--- src/rtl/mem_stage.sv ---
// rtl/mem_stage.sv - RISC-V memory-access stage with req/ack data bus and MEM/WB register
//
// Purpose: issues loads/stores for the EX/MEM slot over a req/ack bus, formats
// load data, stalls upstream while an access is outstanding, aborts on ack
// timeout and owns the MEM/WB pipeline register.
//
// Ports:
//   clk, rst_n                       clock, asynchronous active-low reset
//   valid_MEM .. reg_write_MEM       EX/MEM bundle (held stable while stall_MEM)
//   dmem_req/we/addr/be/wdata        data-memory request (out)
//   dmem_ack/rdata                   data-memory response (in)
//   stall_MEM                        upstream hold
//   misalign_MEM, bus_err_MEM        one-cycle drop / abort pulses
//   valid_WB .. pcPlus4_WB           registered MEM/WB bundle
module mem_stage #(
  parameter int ACK_TIMEOUT = 16,
  parameter int CNT_W       = 5
) (
  input  logic        clk,
  input  logic        rst_n,
  input  logic        valid_MEM,
  input  logic        mem_read_MEM,
  input  logic        mem_write_MEM,
  input  logic [2:0]  funct3_MEM,
  input  logic [31:0] alu_result_MEM,
  input  logic [31:0] store_data_MEM,
  input  logic [31:0] pcPlus4_MEM,
  input  logic [1:0]  result_set_MEM,
  input  logic [4:0]  rd_MEM,
  input  logic        reg_write_MEM,
  output logic        dmem_req,
  output logic        dmem_we,
  output logic [31:0] dmem_addr,
  output logic [3:0]  dmem_be,
  output logic [31:0] dmem_wdata,
  input  logic        dmem_ack,
  input  logic [31:0] dmem_rdata,
  output logic        stall_MEM,
  output logic        misalign_MEM,
  output logic        bus_err_MEM,
  output logic        valid_WB,
  output logic        reg_write_WB,
  output logic [4:0]  rd_WB,
  output logic [1:0]  result_set_WB,
  output logic [31:0] alu_result_WB,
  output logic [31:0] mem_data_WB,
  output logic [31:0] pcPlus4_WB
);

  typedef enum logic {S_IDLE, S_WAIT} state_t;

  state_t           r_state;
  logic [CNT_W-1:0] r_cnt;

  logic             w_memop, w_legal, w_aligned, w_access, w_bad, w_in_wait;
  logic             w_timeout;
  logic [CNT_W-1:0] w_req_cycles;
  logic [31:0]      w_lane, w_load;

  assign w_memop   = valid_MEM & (mem_read_MEM | mem_write_MEM);
  assign w_in_wait = (r_state == S_WAIT);

  always_comb begin
    w_legal   = 1'b0;
    w_aligned = 1'b0;
    if (mem_read_MEM)
      w_legal = (funct3_MEM[1:0] != 2'b11) && !(funct3_MEM[2] && funct3_MEM[1]);
    else
      w_legal = !funct3_MEM[2] && (funct3_MEM[1:0] != 2'b11);
    case (funct3_MEM[1:0])
      2'b00:   w_aligned = 1'b1;
      2'b01:   w_aligned = !alu_result_MEM[0];
      2'b10:   w_aligned = (alu_result_MEM[1:0] == 2'b00);
      default: w_aligned = 1'b0;
    endcase
  end

  assign w_access = w_memop & w_legal & w_aligned;
  assign w_bad    = w_memop & ~(w_legal & w_aligned);

  // Request is gated by rst_n so it drops the instant reset asserts, even mid-WAIT.
  assign dmem_req = rst_n & (w_in_wait | w_access);

  // Count of request cycles including the current one.
  assign w_req_cycles = w_in_wait ? (r_cnt + 1'b1) : CNT_W'(1);
  assign w_timeout    = (ACK_TIMEOUT != 0) && dmem_req && !dmem_ack &&
                        (w_req_cycles == CNT_W'(ACK_TIMEOUT));

  assign stall_MEM    = dmem_req & ~dmem_ack & ~w_timeout;
  assign misalign_MEM = rst_n & w_bad & ~w_in_wait;
  assign bus_err_MEM  = w_timeout;

  assign dmem_we   = mem_write_MEM;
  assign dmem_addr = {alu_result_MEM[31:2], 2'b00};

  always_comb begin
    dmem_be    = 4'b1111;
    dmem_wdata = store_data_MEM;
    case (funct3_MEM[1:0])
      2'b00:   dmem_wdata = {4{store_data_MEM[7:0]}};
      2'b01:   dmem_wdata = {2{store_data_MEM[15:0]}};
      default: dmem_wdata = store_data_MEM;
    endcase
    if (mem_write_MEM) begin
      case (funct3_MEM[1:0])
        2'b00:   dmem_be = 4'b0001 << alu_result_MEM[1:0];
        2'b01:   dmem_be = alu_result_MEM[1] ? 4'b1100 : 4'b0011;
        default: dmem_be = 4'b1111;
      endcase
    end
  end

  // Shift the addressed lane down to bit 0, then size/extend it.
  assign w_lane = dmem_rdata >> {alu_result_MEM[1:0], 3'b000};

  always_comb begin
    w_load = w_lane;
    case (funct3_MEM)
      3'b000:  w_load = {{24{w_lane[7]}},  w_lane[7:0]};
      3'b001:  w_load = {{16{w_lane[15]}}, w_lane[15:0]};
      3'b100:  w_load = {24'd0, w_lane[7:0]};
      3'b101:  w_load = {16'd0, w_lane[15:0]};
      default: w_load = w_lane;
    endcase
  end

  always_ff @(posedge clk or negedge rst_n) begin
    if (!rst_n) begin
      r_state <= S_IDLE;
      r_cnt   <= '0;
    end else begin
      case (r_state)
        S_IDLE: begin
          if (w_access && !dmem_ack && !w_timeout) begin
            r_state <= S_WAIT;
            r_cnt   <= CNT_W'(1);
          end
        end
        default: begin
          if (dmem_ack || w_timeout) begin
            r_state <= S_IDLE;
            r_cnt   <= '0;
          end else begin
            r_cnt <= r_cnt + 1'b1;
          end
        end
      endcase
    end
  end

  always_ff @(posedge clk or negedge rst_n) begin
    if (!rst_n) begin
      valid_WB      <= 1'b0;
      reg_write_WB  <= 1'b0;
      rd_WB         <= '0;
      result_set_WB <= '0;
      alu_result_WB <= '0;
      mem_data_WB   <= '0;
      pcPlus4_WB    <= '0;
    end else if (stall_MEM || w_bad || w_timeout) begin
      valid_WB      <= 1'b0;
      reg_write_WB  <= 1'b0;
      rd_WB         <= '0;
      result_set_WB <= '0;
      alu_result_WB <= '0;
      mem_data_WB   <= '0;
      pcPlus4_WB    <= '0;
    end else begin
      valid_WB      <= valid_MEM;
      reg_write_WB  <= reg_write_MEM;
      rd_WB         <= rd_MEM;
      result_set_WB <= result_set_MEM;
      alu_result_WB <= alu_result_MEM;
      mem_data_WB   <= (w_access && mem_read_MEM) ? w_load : 32'd0;
      pcPlus4_WB    <= pcPlus4_MEM;
    end
  end

endmodule
--- config.mk ---
export PLATFORM = sky130hd
export DESIGN_NAME = mem_stage
export DESIGN_NICKNAME = d
export VERILOG_FILES = /design/src/rtl/mem_stage.sv
export SDC_FILE = /design/constraint.sdc
export NUM_CORES = 1
export LEC_CHECK = 0
export CORE_ASPECT_RATIO = 0.7
export CORE_MARGIN = 3
export CORE_UTILIZATION = 35
export DETAILED_ROUTE_END_ITERATION = 6
export GPL_ROUTABILITY_DRIVEN = 1
export GPL_TIMING_DRIVEN = 1
export PLACE_DENSITY = 0.89
export SLEW_MARGIN = 20
export SYNTH_ARGS = -nofsm -noshare
export SYNTH_HDL_FRONTEND = slang
export SYNTH_SLANG_ARGS = --single-unit
--- constraint.sdc ---
create_clock -name clk -period 3.8 [get_ports clk]
set_input_delay 0.76 -clock clk [delete_from_list [all_inputs] [get_ports clk]]
set_output_delay 0.76 -clock clk [all_outputs]
set_load 0.01 [all_outputs]
* Yosys cells after proc, flatten, opt, wreduce, memory -nomap -nowiden
Cells that the tools add are included.
** Word-level totals
- Bits in registers :: 111
- Output and inout bits :: 178
** Cells by class
- Equal/unequal tests :: 7
- Shift-type cells :: 2
- Add/sub/neg operators :: 1
- Multiplexer cells :: 22
- Bitwise logic cells :: 16
- Reductions and logical operators :: 20
** Operators with widths (count)
- $mux W32 :: 4
- $pmux W32 S4 :: 1
- $pmux W32 S2 :: 1
- $shr A32 B5 Y32 :: 1
- $mux W5 :: 5
- $and A1 B1 Y1 :: 10
- $logic_and A1 B1 Y1 :: 8
- $mux W4 :: 2
- $pmux W4 S2 :: 1
- $eq A3 B3 Y1 const B :: 2
- $mux W1 :: 6
- $add A5 B1 Y5 const B :: 1
- $eq A5 B5 Y1 const B :: 1
- $logic_not A1 Y1 :: 5
- $logic_not A2 Y1 :: 2
- $not A1 Y1 :: 4
- $shl A1 B2 Y4 const A :: 1
- $eq A3 B1 Y1 const B :: 1
- $logic_not A3 Y1 :: 1
- $logic_or A1 B1 Y1 :: 3
- $pmux W1 S3 :: 1
- $eq A2 B1 Y1 const B :: 1
- $eq A2 B2 Y1 const B :: 1
- $mux W2 :: 1
- other kinds (3) :: 4

* Longest topological paths before layout
Gate-level depths: netlist of run 1.
- Depth after elaboration :: 15
- Mapped depth :: 8

* Worst setup path after synthesis of run 1
OpenSTA, ideal clock, no wires.
- Kind :: input to output
- From :: in alu_result_MEM[0]
- To :: out dmem_be[1]
- Stages :: 5
- Slack :: 1.214 ns
- Buffers on the path :: 3
- Arrival time :: 1.826 ns
- Cell sequence :: buf_6 -> clkbuf_1 -> clkbuf_1 -> nor2_1 -> o21ai_0
** On the way
- Word-level cells in the longest chain between the ends :: 3
** RTL lines
- from (decl) :: line 25 : input logic [31:0] alu_result_MEM,
- $shl A1 B2 Y4 :: line 106 : 2'b00: dmem_be = 4'b0001 << alu_result_MEM[1:0];
- $pmux W4 S2 :: line 105 : case (funct3_MEM[1:0])
- $mux W4 :: line 104 : if (mem_write_MEM) begin
- to (decl) :: line 34 : output logic [3:0] dmem_be,
Every way passes these cells.

* Worst setup path after layout of run 1
- From :: in funct3_MEM[2]
- To :: out stall_MEM
** On the way
- Word-level cells in the longest chain between the ends :: 12
- Elaborated cells between the ends (all ways) :: 15
- Classes of those cells :: mux: 1; bitwise: 7; reduce/logical: 7
** RTL lines
- from (decl) :: line 24 : input logic [2:0] funct3_MEM,
- $logic_and A1 B1 Y1 :: line 67 : w_legal = (funct3_MEM[1:0] != 2'b11) && !(funct3_MEM[2] && funct3_MEM[1]);
- $logic_not A1 Y1 :: line 67
- $logic_and A1 B1 Y1 :: line 67
- $mux W1 (*) :: line 66 : if (mem_read_MEM)
- $and A1 B1 Y1 (*) (2 in series) :: line 78 : assign w_access = w_memop & w_legal & w_aligned;
- $or A1 B1 Y1 (*) :: line 82 : assign dmem_req = rst_n & (w_in_wait | w_access);
- $and A1 B1 Y1 (*) :: line 82
- $logic_and A1 B1 Y1 (2 in series) :: line 86 : assign w_timeout = (ACK_TIMEOUT != 0) && dmem_req && !dmem_ack &&
- $not A1 Y1 :: line 89 : assign stall_MEM = dmem_req & ~dmem_ack & ~w_timeout;
- $and A1 B1 Y1 (*) :: line 89
- to (decl) :: line 38 : output logic stall_MEM,
Every way passes the cells marked *; elsewhere a longest branch is shown, timed or not.

==> metrics.txt, run 1 <==
first-pass GRT wire length=24.33 mm; number of cell rows=36; areal power density over the cells=354.2 nW/um^2; total leakage power=3.592 nW; max-slew headroom at the worst pin=37.45%; die footprint=16100 um^2; drt first-iter violations=178; antenna cell count=0; wirelength, routed=15.81 mm; post-synthesis sequential area ratio=54.40%; Worst Path Class, Setup=in2out; multiplexer area fraction after synthesis=7.302%; clock transition time at the flip-flop clock pins of the worst setup and hold paths=0.08 ns; Worst setup SP type=primary input; pin slew with the least headroom to its limit=0.9347 ns; number of buffers added by the clock tree synthesis step=9; vias in the first global route=4503; hold buffer count at CTS=0; peak per-stage delay on the critical path=0.58 ns; antenna violations before repair=0; final routed wire length divided by cell count=16.75 um; number of buffers on the longest clock path=2; H-tree levels=3; data arrival at the endpoint of the critical path=2.67 ns; Required @ worst endpoint=3.04 ns; Synth Area in Simple Gates=18.48%; Setup Skew=0.004916 ns; Synth Area in Compound Gates=9.998%; area of placed instances=8200 um^2; Setup Buffers After CTS=0; starting utilization of the core area=36.22%; share of synthesized cell area in full adder, half adder and majority cells=0.2450%; count of yosys warnings during synthesis=0; per-instance average area after synthesis=10.73 um^2; largest net degree at the start of global routing=57; synthesized cell area=5106 um^2; XOR/XNOR share of the synthesized area=0.3431%; Fmax=291.7 MHz; Worst Path Max Fanout=4; count of endpoints failing setup in the final report=0; type of destination of the critical path=primary output; post-route antenna net violation count=0; commonest register cell after synthesis=sky130_fd_sc_hd__dfrtp_1; Overall Global Routing Usage=19.38%; highest-delay cell along the critical path=sky130_fd_sc_hd__clkdlybuf4s50_1; run status=completed; half-perimeter wire length of the detailed placement result=12.52 mm; total buffers and inverters traversed by the critical path=2; area delta synth->final=66.97%; via density per instance=4.591; setup_tns=0 ns; Top Family by Delay on Critical Path=buffers and inverters; maximum VDD drop=0.0001974 V; share of flip-flops with an asynchronous set or reset after synthesis=100.0%; post-synth cell types=40; fraction of final layout cells sized beyond drive strength 1=7.162%; Placer Congestion=0.7983; Tcrit/Tclk final=90.22%; number of clock sinks seen by CTS=111; global route overflow=0; path type of the worst min-delay path=in2async; port buffer count=320; Post-Syn Instances=476; Post-synth EDFFs=0; drc violations=0; count of boundary I/O pins=323; combinational family with the most area after synthesis=simple AND/OR/NAND/NOR gates; Final Hold Viols=0; clock tree from TritonCTS=yes; max-cap viol count=0; crit-path cells=clkdlybuf4s50_1, nor4_1, a21oi_1, nor2_1, nor2_1, nor3_1, clkdlybuf4s50_1; final non-filler cell area=8526 um^2; clock network latency to the later pin of the worst-skew pair=0.34 ns; filler cell count in the final layout=1173; number of flip-flops and latches in the synthesized netlist=111; root buffer selected by CTS=sky130_fd_sc_hd__clkbuf_16; Final min period=3.428 ns; net count of the finished layout=895; area of the placeable core=14100 um^2; via total after detailed routing=4334; die height=107.1 um; post-cts sizing count=0; Pre-Repair DR Iteration Count=4; setup repair after global routing missed its margin=false; floorplan die width=150.4 um; final-report max-slew violation count=0
-- power by group --
group | switching [mW] | internal (mW) | total (mW) | leakage, nW
combinational | 0.312 | 0.420 | 0.732 | 2.00
clock | 0.451 | 0.549 | 0.999 | 0.160
sequential | 0.0312 | 1.26 | 1.29 | 1.44
total | 0.794 | 2.23 | 3.02 | 3.59
-- cell usage in the layout, fill, tap and decap left out, types with 3 or more instances in the layout --
cell type / n
sky130_fd_sc_hd__clkdlybuf4s50_1: 318
sky130_fd_sc_hd__dfrtp_1: 111
sky130_fd_sc_hd__nor2b_1: 81
sky130_fd_sc_hd__nand2_1: 59
sky130_fd_sc_hd__mux2i_1: 26
sky130_fd_sc_hd__o21ai_0: 20
sky130_fd_sc_hd__a211oi_1: 14
sky130_fd_sc_hd__buf_4: 12
sky130_fd_sc_hd__nor2_1: 11
sky130_fd_sc_hd__mux2_2: 10
sky130_fd_sc_hd__nor3_1: 10
sky130_fd_sc_hd__o21a_1: 10
sky130_fd_sc_hd__a21oi_1: 9
sky130_fd_sc_hd__clkbuf_16: 9
sky130_fd_sc_hd__a211oi_2: 8
sky130_fd_sc_hd__nand2b_1: 5
sky130_fd_sc_hd__inv_1: 4
sky130_fd_sc_hd__nand3_1: 3
-- routing by layer --
metal / vias up / global-route usage, % / wire (um)
met3: 7 / 5.027 / 1202
met4: 0 / 2.807 / 68
met1: 2070 / 25.96 / 6797
met2: 168 / 32.46 / 7744
met5: - / 0 / 0
li1: 2089 / - / -
-- state kept, by name, summed over array words and instances (netlist names) --
| name | flops |
|---|---|
| r_state | 1 |
| result_set_WB | 2 |
| valid_WB | 1 |
| pcPlus4_WB | 32 |
| rd_WB | 5 |
| mem_data_WB | 32 |
| alu_result_WB | 32 |
| r_cnt | 5 |
| reg_write_WB | 1 |
-- per-stage QoR --
step | worst slack (ns) | hold slack [ns] | std cells | util, % | total power [mW]
finish | 0.3717 | 0.2539 | 944 | 60.47 | 3.020
detailed placement | 0.3627 | 0.4855 | 928 | 58.16 | 2.052
CTS | 0.3427 | 0.2446 | 944 | 60.47 | 3.063
floorplan | 1.214 | 0.4622 | 477 | - | 1.602
global placement | 0.4165 | 0.4797 | 928 | 58.16 | 2.038
global route | 0.1647 | 0.2441 | 944 | 60.47 | 3.165
-- cell type report --
cell class | instances | area (um^2) | area share, %
Sequential cell | 111 | 2778 | 32.58
Inverter | 4 | 15.01 | 0.1761
Multi-Input combinational cell | 291 | 1872 | 21.95
Clock inverter | 6 | 86.33 | 1.013
Clock buffer | 10 | 239.0 | 2.803
Tap cell | 190 | 237.7 | 2.788
Timing Repair Buffer | 332 | 3298 | 38.69
-- synth_stat cells, types with 4 or more instances --
| master | instances | area [um^2] |
|---|---|---|
| sky130_fd_sc_hd__mux2i_1 | 26 | 260.3 |
| sky130_fd_sc_hd__clkbuf_1 | 18 | 67.56 |
| sky130_fd_sc_hd__nor2b_1 | 81 | 506.7 |
| sky130_fd_sc_hd__nor3_1 | 10 | 50.05 |
| sky130_fd_sc_hd__buf_2 | 8 | 40.04 |
| sky130_fd_sc_hd__mux2_2 | 10 | 112.6 |
| sky130_fd_sc_hd__o21ai_0 | 20 | 100.1 |
| sky130_fd_sc_hd__a211oi_2 | 8 | 100.1 |
| sky130_fd_sc_hd__a21oi_1 | 9 | 45.04 |
| sky130_fd_sc_hd__nand2b_1 | 5 | 31.28 |
| sky130_fd_sc_hd__nor2_1 | 11 | 41.29 |
| sky130_fd_sc_hd__buf_4 | 41 | 307.8 |
| sky130_fd_sc_hd__inv_1 | 4 | 15.01 |
| sky130_fd_sc_hd__a211oi_1 | 14 | 105.1 |
| sky130_fd_sc_hd__o21a_1 | 10 | 75.07 |
| sky130_fd_sc_hd__nand2_1 | 59 | 221.5 |
| sky130_fd_sc_hd__dfrtp_1 | 111 | 2778 |
-- worst reg2reg max path, stage by stage (launching register included) --
cell	delay [ns]
sky130_fd_sc_hd__dfrtp_1	0.43
sky130_fd_sc_hd__ha_1	0.27
sky130_fd_sc_hd__nand3_1	0.11
sky130_fd_sc_hd__mux2_2	0.37
sky130_fd_sc_hd__nor3_1	0.46
sky130_fd_sc_hd__a2111oi_0	0.15
sky130_fd_sc_hd__a21o_1	0.18
-- cells by family after synthesis --
group,count (synthesis)
buffers and inverters,75
AOI/OAI and AO/OA,71
adders and majority gates,1
and+or+nand+nor,179
DFF,111
muxes,36
xor gates and xnor gates,2
other,1
-- path summary, 6_finish.rpt --
check | start | endpoint | slack [ns] | cells after the start
max in group asynchronous | rst_n | mem_data_WB[2] | 1.93 | 3
min in group clk | r_cnt[4] | r_cnt[4] | 0.50 | 2
hold / removal | rst_n | alu_result_WB[14] | 0.25 | 1
setup reg to reg | r_cnt[0] | r_cnt[2] | 1.74 | 6
setup / recovery | funct3_MEM[2] | stall_MEM | 0.37 | 7
hold reg to reg | r_cnt[4] | r_cnt[4] | 0.50 | 2
(Power assumes the default switching activity.)
==> run 2, diff against run 1 <==
--- a/config.mk
+++ b/config.mk
@@ -11,7 +11,7 @@
 export DETAILED_ROUTE_END_ITERATION = 6
 export GPL_ROUTABILITY_DRIVEN = 1
 export GPL_TIMING_DRIVEN = 1
-export PLACE_DENSITY = 0.89
+export PLACE_DENSITY = 0.76
 export SLEW_MARGIN = 20
 export SYNTH_ARGS = -nofsm -noshare
 export SYNTH_HDL_FRONTEND = slang
==> run 2 against run 1 <==
Against the previous run:
- cell count unchanged
- design area decreased by 0.43%
- die area unchanged
- first-iteration DRC count increased by 12%
- maximum frequency decreased by 3.0%
- via count increased by 1.3%
- count of clock-buffer cells in the layout increased by 1
- wire length increased by 3.5%
- sequential power about the same
- largest cell class unchanged
- largest power group unchanged
- highest routed layer unchanged
==> metrics.txt, run 2 (synthesized netlist as in run 1, its figures left out) <==
Sw Share=26.71% (+0.42 points); Pre-Repair DR Iteration Count=6 (+2); setup_tns=0 ns (unchanged); setup repair after global routing missed its margin=false; Final min period=3.535 ns (+0.1068 ns); most frequent cells in the layout=319 x sky130_fd_sc_hd__clkdlybuf4s50_1, 111 x sky130_fd_sc_hd__dfrtp_1, 81 x sky130_fd_sc_hd__nor2b_1, 59 x sky130_fd_sc_hd__nand2_1, 26 x sky130_fd_sc_hd__mux2i_1; clock network latency to the later pin of the worst-skew pair=0.33 ns (about the same); Worst setup SP type=primary input; fraction of final layout cells sized beyond drive strength 1=6.764% (-0.40 points); Fmax=282.9 MHz (-3.0%); root buffer selected by CTS=sky130_fd_sc_hd__clkbuf_16; type of destination of the critical path=primary output; Final Hold Viols=0 (unchanged); sequential share of power=44.2% (+1.5 points); reported net switching power=0.7798 mW (-1.8%); final routed wire length divided by cell count=17.34 um (+3.5%); Tcrit/Tclk final=93.03% (+2.8 points); antenna violations before repair=0 (unchanged); maximum VDD drop=0.0002403 V (+22%); internal power=2.140 mW (-3.9%); number of buffers added by the clock tree synthesis step=9 (unchanged); largest net degree at the start of global routing=70 (+23%); max-cap viol count=0 (unchanged); starting utilization of the core area=36.22% (unchanged); Placer Congestion=0.9656 (+21%); path type of the worst min-delay path=in2async; final non-filler cell area=8489 um^2 (-0.43%); commonest non-fill, non-tap cell in the layout=sky130_fd_sc_hd__clkdlybuf4s50_1; die height=107.1 um (unchanged); leading registers by flop count=alu_result_WB: 32 flops, mem_data_WB: 32 flops, pcPlus4_WB: 32 flops; power after layout=2.920 mW (-3.3%); Required @ worst endpoint=3.04 ns (about the same); drc violations=0 (unchanged); wirelength, routed=16.37 mm (+3.5%); areal power density over the cells=343.9 nW/um^2 (-2.9%); worst reg2reg path depth=6 (unchanged); via density per instance=4.649 (+1.3%); number of clock sinks seen by CTS=111 (unchanged); pin slew with the least headroom to its limit=0.7637 ns (-0.1709 ns); net count of the finished layout=895 (unchanged); Setup Skew=0.008037 ns (+0.003121 ns); area of the placeable core=14100 um^2 (unchanged); data arrival at the endpoint of the critical path=2.78 ns (+0.11 ns); final-report max-slew violation count=0 (unchanged); Clock Power Share=30.7% (-2.4 points); Worst Path Class, Setup=in2out; clock tree from TritonCTS=yes; drt first-iter violations=199 (+12%); area of placed instances=8205 um^2 (about the same); run status=completed; die footprint=16100 um^2 (unchanged); Core Util, Final=60.21% (-0.26 points); floorplan die width=150.4 um (unchanged); area delta synth->final=66.26%; antenna cell count=0 (unchanged); Overall Global Routing Usage=19.89% (+0.50 points); Setup Buffers After CTS=0 (unchanged); max-slew headroom at the worst pin=49.03% (+12 points); clock transition time at the flip-flop clock pins of the worst setup and hold paths=0.07 ns (about the same); total leakage power=3.571 nW (-0.59%); Worst Path Max Fanout=7 (+3); number of buffers on the longest clock path=2 (unchanged); post-cts sizing count=0 (unchanged); global route overflow=0 (unchanged); vias in the first global route=4445 (-1.3%); hold buffer count at CTS=0 (unchanged); post-route antenna net violation count=0 (unchanged); port buffer count=320 (unchanged); half-perimeter wire length of the detailed placement result=13.02 mm (+4.0%); H-tree levels=3 (unchanged); combinational cell fraction of total power=25.1% (+0.9 points); count of endpoints failing setup in the final report=0 (unchanged); number of cell rows=36 (unchanged); via total after detailed routing=4389 (+1.3%); count of boundary I/O pins=323 (unchanged); first-pass GRT wire length=24.82 mm (+2.0%)
run 2: cell types whose count changed in the layout (fill, tap and decap cells not counted), sizes merged:
cell	previous run	this run
buf	14	13
inv	7	8
clkbuf	10	11
clkinv	2	1
bufinv	1	0
clkdlybuf4s50	318	319
run 2: worst paths after layout:
kind,start,to,slack [ns]
worst max-delay path,funct3_MEM[0],stall_MEM,0.26
worst min-delay path,rst_n,pcPlus4_WB[19],0.31
worst max register to register,r_cnt[0],r_cnt[2],1.74
worst min register to register,r_cnt[4],r_cnt[4],0.53
max in group asynchronous,rst_n,alu_result_WB[9],1.96
min in group clk,r_cnt[4],r_cnt[4],0.53
run 2: critical path: stages:
cell and delay, ns:
sky130_fd_sc_hd__clkdlybuf4s50_1 0.57, sky130_fd_sc_hd__nor4_1 0.33, sky130_fd_sc_hd__a21oi_1 0.11, sky130_fd_sc_hd__nor2_1 0.17, sky130_fd_sc_hd__nor2_1 0.11, sky130_fd_sc_hd__nor3_1 0.15
sky130_fd_sc_hd__clkdlybuf4s50_1 0.57
run 2: final cells by class:
cell class / instances / area (um^2)
Tap cell: 190 / 237.7
Clock buffer: 11 / 232.7
Multi-Input combinational cell: 291 / 1872
Clock inverter: 5 / 51.30
Timing Repair Buffer: 332 / 3303
Inverter: 4 / 15.01
Fill cell: 1168 / 5609
Sequential cell: 111 / 2778
run 2: through the flow:
stage          setup slack, ns  std cells  hold slack [ns]
2_1_floorplan            1.214        477           0.4622
3_3_place_gp            0.2830        928           0.4741
3_5_place_dp            0.2939        928           0.5110
4_1_cts                 0.2870        944           0.3001
5_1_grt                0.06930        944           0.3038
6_report                0.2649        944           0.3080
run 2: metal layers:
| metal | wire (um) | global-route usage [%] | part of all wire [%] |
|---|---|---|---|
| met1 | 6898 | 26.40 | 42 |
| met2 | 7935 | 32.20 | 48 |
| met3 | 1334 | 6.084 | 8.1 |
| met4 | 206 | 4.243 | 1.3 |
| met5 | 0 | 0 | 0 |
run 2: power groups by stage:
stage / Combinational, mW / Clock (mW) / Sequential [mW]
after floorplan: 0.254 / 0 / 1.35
after global placement: 0.729 / 0 / 1.31
after detailed placement: 0.736 / 0 / 1.31
after CTS: 0.739 / 0.926 / 1.29
after global routing: 0.786 / 0.979 / 1.30
final: 0.733 / 0.895 / 1.29
